### src/rtl/pc_ctrl_if.sv
// Decode-side and PC-side signals of the program-counter sequencer.
// The master drives the decode inputs and prog_ctr. The slave (pc_ctrl) drives the PC controls and status.
interface pc_ctrl_if #(parameter int D = 12);
    logic         start;
    logic [D-1:0] prog_ctr;
    logic         br_en;
    logic         br_cond;
    logic         call_en;
    logic         ret_en;
    logic [D-1:0] offset;
    logic         halt_req;
    logic         stall;
    logic         pc_reset;
    logic         reljump_en;
    logic [D-1:0] target;
    logic         done;
    logic         stack_err;
    logic [1:0]   state;

    modport master (
        output start, prog_ctr, br_en, br_cond, call_en, ret_en, offset, halt_req, stall,
        input  pc_reset, reljump_en, target, done, stack_err, state
    );

    modport slave (
        input  start, prog_ctr, br_en, br_cond, call_en, ret_en, offset, halt_req, stall,
        output pc_reset, reljump_en, target, done, stack_err, state
    );
endinterface

### src/rtl/pc_ctrl.sv
// Program-counter sequencer: increment / relative jump / hold, with call/return stack, stall and halt.
// PC controls are combinational from the current state and decode inputs, so there is no added latency.
// Stall holds the PC. HALT holds until start is asserted.
module pc_ctrl #(
    parameter int D     = 12,
    parameter int DEPTH = 4
) (
    input  logic      clk,
    input  logic      reset,
    pc_ctrl_if.slave  bus
);
    localparam int AW  = (DEPTH > 1) ? $clog2(DEPTH) : 1;
    localparam int SPW = AW + 1;
    localparam logic [SPW-1:0] SP_FULL = SPW'(DEPTH);

    typedef enum logic [1:0] {
        IDLE = 2'd0,
        RUN  = 2'd1,
        HALT = 2'd2
    } state_t;

    state_t         st;
    logic [SPW-1:0] sp;
    logic [SPW-1:0] sp_m1;
    logic [D-1:0]   stack [DEPTH];
    logic           done_q;
    logic           err_q;

    assign sp_m1         = sp - 1'b1;
    assign bus.state     = st;
    assign bus.done      = done_q;
    assign bus.stack_err = err_q;

    // Hold is encoded as a relative jump by zero, because PC has no hold input.
    always_comb begin
        bus.pc_reset   = 1'b0;
        bus.reljump_en = 1'b1;
        bus.target     = '0;
        case (st)
            IDLE: bus.pc_reset = 1'b1;
            RUN: begin
                if (bus.stall || bus.halt_req) begin
                    bus.target = '0;
                end else if (bus.ret_en) begin
                    if (sp != '0)
                        bus.target = stack[sp_m1[AW-1:0]] - bus.prog_ctr;
                end else if (bus.call_en) begin
                    if (sp != SP_FULL)
                        bus.target = bus.offset;
                end else if (bus.br_en && bus.br_cond) begin
                    bus.target = bus.offset;
                end else begin
                    bus.reljump_en = 1'b0;
                end
            end
            default: bus.target = '0;
        endcase
    end

    always_ff @(posedge clk or posedge reset) begin
        if (reset) begin
            st     <= IDLE;
            sp     <= '0;
            done_q <= 1'b0;
            err_q  <= 1'b0;
            for (int i = 0; i < DEPTH; i++)
                stack[i] <= '0;
        end else begin
            case (st)
                IDLE: begin
                    sp <= '0;
                    if (bus.start)
                        st <= RUN;
                end
                RUN: begin
                    if (bus.stall) begin
                        st <= RUN;
                    end else if (bus.halt_req) begin
                        st     <= HALT;
                        done_q <= 1'b1;
                    end else if (bus.ret_en) begin
                        if (sp == '0) begin
                            err_q  <= 1'b1;
                            st     <= HALT;
                            done_q <= 1'b1;
                        end else begin
                            sp <= sp_m1;
                        end
                    end else if (bus.call_en) begin
                        if (sp == SP_FULL) begin
                            err_q  <= 1'b1;
                            st     <= HALT;
                            done_q <= 1'b1;
                        end else begin
                            stack[sp[AW-1:0]] <= bus.prog_ctr + 1'b1;
                            sp                <= sp + 1'b1;
                        end
                    end
                end
                default: begin
                    if (bus.start) begin
                        st     <= IDLE;
                        done_q <= 1'b0;
                        err_q  <= 1'b0;
                    end
                end
            endcase
        end
    end
endmodule

### src/flat_wrapper.sv
// flat-port wrapper written by rule: the top's interface ports become plain ports
module pc_ctrl_flat 
#(
    parameter int D     = 12,
    parameter int DEPTH = 4
)
  (clk, reset, bus_start, bus_prog_ctr, bus_br_en, bus_br_cond, bus_call_en, bus_ret_en, bus_offset, bus_halt_req, bus_stall, bus_pc_reset, bus_reljump_en, bus_target, bus_done, bus_stack_err, bus_state);
  pc_ctrl_if #(.D(D)) bus_i ();
  input  logic clk;
  input  logic reset;
  input wire logic [$bits(bus_i.start)-1:0] bus_start;
  input wire logic [$bits(bus_i.prog_ctr)-1:0] bus_prog_ctr;
  input wire logic [$bits(bus_i.br_en)-1:0] bus_br_en;
  input wire logic [$bits(bus_i.br_cond)-1:0] bus_br_cond;
  input wire logic [$bits(bus_i.call_en)-1:0] bus_call_en;
  input wire logic [$bits(bus_i.ret_en)-1:0] bus_ret_en;
  input wire logic [$bits(bus_i.offset)-1:0] bus_offset;
  input wire logic [$bits(bus_i.halt_req)-1:0] bus_halt_req;
  input wire logic [$bits(bus_i.stall)-1:0] bus_stall;
  output wire logic [$bits(bus_i.pc_reset)-1:0] bus_pc_reset;
  output wire logic [$bits(bus_i.reljump_en)-1:0] bus_reljump_en;
  output wire logic [$bits(bus_i.target)-1:0] bus_target;
  output wire logic [$bits(bus_i.done)-1:0] bus_done;
  output wire logic [$bits(bus_i.stack_err)-1:0] bus_stack_err;
  output wire logic [$bits(bus_i.state)-1:0] bus_state;
  assign bus_i.start = bus_start;
  assign bus_i.prog_ctr = bus_prog_ctr;
  assign bus_i.br_en = bus_br_en;
  assign bus_i.br_cond = bus_br_cond;
  assign bus_i.call_en = bus_call_en;
  assign bus_i.ret_en = bus_ret_en;
  assign bus_i.offset = bus_offset;
  assign bus_i.halt_req = bus_halt_req;
  assign bus_i.stall = bus_stall;
  assign bus_pc_reset = bus_i.pc_reset;
  assign bus_reljump_en = bus_i.reljump_en;
  assign bus_target = bus_i.target;
  assign bus_done = bus_i.done;
  assign bus_stack_err = bus_i.stack_err;
  assign bus_state = bus_i.state;
  pc_ctrl #(.D(D), .DEPTH(DEPTH)) u_core (.clk(clk), .reset(reset), .bus(bus_i));
endmodule
### config.mk
export PLATFORM = sky130hd
export DESIGN_NAME = pc_ctrl_flat
export DESIGN_NICKNAME = d
export VERILOG_FILES = /design/src/rtl/pc_ctrl_if.sv /design/src/rtl/pc_ctrl.sv /design/src/flat_wrapper.sv
export SDC_FILE = /design/constraint.sdc
export NUM_CORES = 1
export LEC_CHECK = 0
export BUFFER_PORTS_ARGS = -buffer_cell sky130_fd_sc_hd__buf_2
export CAP_MARGIN = 5
export CORE_MARGIN = 2
export CORE_UTILIZATION = 60
export DETAILED_ROUTE_END_ITERATION = 10
export GPL_ROUTABILITY_DRIVEN = 1
export PLACE_DENSITY = 0.81
export SKIP_CTS_REPAIR_TIMING = 1
export SYNTH_ARGS = -nofsm -noshare
export SYNTH_HDL_FRONTEND = slang
export SYNTH_SLANG_ARGS = --single-unit
### constraint.sdc
create_clock -name clk -period 8.72 [get_ports clk]
set_clock_uncertainty 0.2 [all_clocks]
set_input_delay 1.308 -clock clk [delete_from_list [all_inputs] [get_ports clk]]
set_output_delay 1.308 -clock clk [all_outputs]
set_load 0.05 [all_outputs]
==> results.toml <==
[outcome]
status = "complete, no violations"

[global_routing]
grt_pass1_wl_um = 12400
grt_usage_pct = 25.4
grt_max_degree = 56
antenna_found_initial = 0
gr-total-overflow = 0
first_global_vias = 2673

[yosys]
synth_top_area_share_pct = 40.9
syn-num-nets = 416
yosys_warnings = 0
synth_edf_count = 0
syn_area_per_cell_um2 = 9.24
async_reset_ff_share_pct = 100
ys_types = 47
synth_simple_gate_area_share_pct = 17.5
synth_top_area_cell = "dfrtp_1"
syn_area_um2 = 3360
synth_top_family_by_area = "simple AND/OR/NAND/NOR gates"
synth_xor_area_share_pct = 3.91
ys_seq_elements = 55
yosys-top-cells-area = "dfrtp_1 (41%), mux4_2 (8.0%), o21ai_0 (7.7%), nand2_1 (7.7%), ha_1 (6.7%)"
synthAdderAreaFrac_pct = 7.29
synth_compound_area_share_pct = 16.1
netlist_instances = 364
synth_most_common_cell = "nand2_1"
ys.flop_type = "dfrtp_1"
ys_top_cells_by_count = "nand2_1 (69), dfrtp_1 (55), o21ai_0 (52)"
seq_area_frac_synth_pct = 40.9
muxShareOfSynthArea_pct = 9.97

[worst_setup_path]
worstReg2RegEnd = "u_core.stack[37]"
cp-end-kind = "primary output"
crit_arrival_ns = 4.72
required_ns = 7.21
max_stage_delay_ns = 0.84
rr_startpoint = "u_core.sp[0]"
cp-start-kind = "flip-flop"
r2r_slack_ns = 5.45
critPathMaxFanout = 16
critical_path_class = "flip-flop to primary output"
slowest_stage = "ha_1"
rr_worst_depth = 7
cp_common_cell = "inv_1"
path_cells = "inv_1 > ha_1 > mux4_2 > inv_1 > ha_1 > inv_1 > fa_1 > a21oi_1 > o21ai_0 > a21oi_1 > nor4_1 > a211o_1 > buf_2"

[die]
die_width_um = 78.9
pin_count = 51
start_util_pct = 61.5
dieArea_um2 = 6220
core_um2 = 5470
die_h_um = 78.9
core.rowCount = 27

[power]
p_comb_share_pct = 49.3
leakage_nw = 1.78
peakVddDrop_v = 0.000145
seq_power_share_pct = 37.8
swShare_pct = 43.4
switching_power_w = 0.000483
p_int_w = 0.000629
power_density_nw_per_um2 = 298
power_frac_clock_pct = 12.9
total_power_w = 0.00111

[placed_design]
dp_hpwl_um = 5570
place_congestion = 0.903
io_buffers = 50

[clock_tree]
numCtsBuffers = 5
cts_tree = "yes"
clock_latency_ns = 0.31
cts_sinks = 55
cts_max_level = 2
cts_root_buffer = "clkbuf_8"
cts.path.max_buffers = 2
clk_pin_slew_worst_paths_ns = 0.10

[final_layout]
fin_nets = 459
diodes = 0
drive_gt1_share_pct = 18.4
syn_to_final_growth_pct = 10.8

[sta]
finalSetupViolations = 0
fin_crit_ns = 6.23
worst_pin_slew_ns = 1.12
finalSetupTns_ns = 0
period_share_pct = 71.4
grt_setup_unrepaired = "no"
holdWs_ns = 0.292
hold_violations = 0
slew-limit-headroom_pct = 25.3
fmax_mhz = 161
slew_viol_final = 0

[detailed_routing]
drt_iter0_markers = 168
post_drt_wl_per_cell_um = 15.7
routed_wl_um = 7540
vias = 2767
vias_per_cell = 5.76
drc_errors = 0
antenna_left = 0
drt_pass1_iterations = 4

[flow_run]
max-cap-violations = 0

[worst_hold_path]
hp-start = "u_core.stack[28]"
hp-class = "flip-flop to flip-flop"
worstHoldEndpoint = "u_core.stack[28]"
whs_path_depth = 2
cells by family (layout without fill, tap and decap cells):
kind of cell             after synthesis  count (layout)
flip-flops                            55              55
buffers and inverters                 35              79
XOR/XNOR                              15              15
multiplexers                          18              18
AND/OR/NAND/NOR                      130             130
adder cells (fa/ha/maj)               19              19
AO/OA/AOI/OAI                         92              92
metal layers:
layer | up-vias | track usage (%) | routed length (um)
met5 | - | 0 | 0
met4 | 0 | 9.66 | 51
met3 | 6 | 3.52 | 427
met2 | 90 | 42.3 | 3640
met1 | 1305 | 34.3 | 3410
li1 | 1366 | - | -
critical path: cells and delay by family (launching register included):
family	cells	cell delay, ns
multiplexers	1	0.59
AND/OR/NAND/NOR	1	0.10
flip-flops	1	0.80
adder cells (fa/ha/maj)	3	1.40
buffers and inverters	4	0.53
AO/OA/AOI/OAI	4	0.98
per-stage QoR:
step                setup WS [ns]  instance area [um2]  instances  utilization [%]
global route                 2.19                 3730        480             68.1
global placement             2.99                 3640        472             66.5
CTS                          2.44                 3730        480             68.1
finish                       2.49                 3730        480             68.1
floorplan                    2.86                 3360        364                -
detailed placement           2.83                 3640        472             66.5
layout by cell type (no fill, tap or decap), types with 4 or more instances in the layout:
cell and instances:
o21ai_0 52, nor3_1 8, mux4_2 12, ha_1 18
nor4_1 4, clkbuf_8 5, and3_1 4, xnor2_1 10
nand2_1 69, a21oi_1 14, nor2_1 21, dfrtp_1 55
mux2_2 4, xor2_1 5, buf_2 50, o21a_1 4
inv_1 20, nand3_1 8
how the worst max path moves through the flow:
stage | startpoint | end | cells after the start
global route | u_core.sp[0] | bus_target[8] | 13
global placement | u_core.sp[0] | bus_target[8] | 13
CTS | u_core.sp[0] | bus_target[8] | 13
finish | u_core.sp[0] | bus_target[8] | 13
floorplan | u_core.sp[0] | bus_target[11] | 12
detailed placement | u_core.sp[0] | bus_target[6] | 13
flip-flops by register name, summed over array words and instances, names as in the netlist:
| signal | count |
|---|---|
| u_core.bus.done | 1 |
| u_core.sp | 3 |
| u_core.bus.stack_err | 1 |
| u_core.bus.state | 2 |
| u_core.stack | 48 |
cell type report:
class | count | area, um2
clock buffers | 6 | 72.6
clock inverters | 2 | 16.3
fillers | 440 | 1750
inverters | 21 | 78.8
multi-input cells | 274 | 1840
flip-flops and latches | 55 | 1380
well taps | 72 | 90.1
repair buffers | 50 | 250
power by group through the flow:
stage               combinational (W)  clock, W  sequential, W
finish                       0.000548  0.000144       0.000420
global placement             0.000523         0       0.000416
floorplan                    0.000411         0       0.000427
detailed placement           0.000544         0       0.000423
CTS                          0.000549  0.000149       0.000417
global route                 0.000608  0.000157       0.000428
Note: power is estimated with default switching activity, not from simulation.
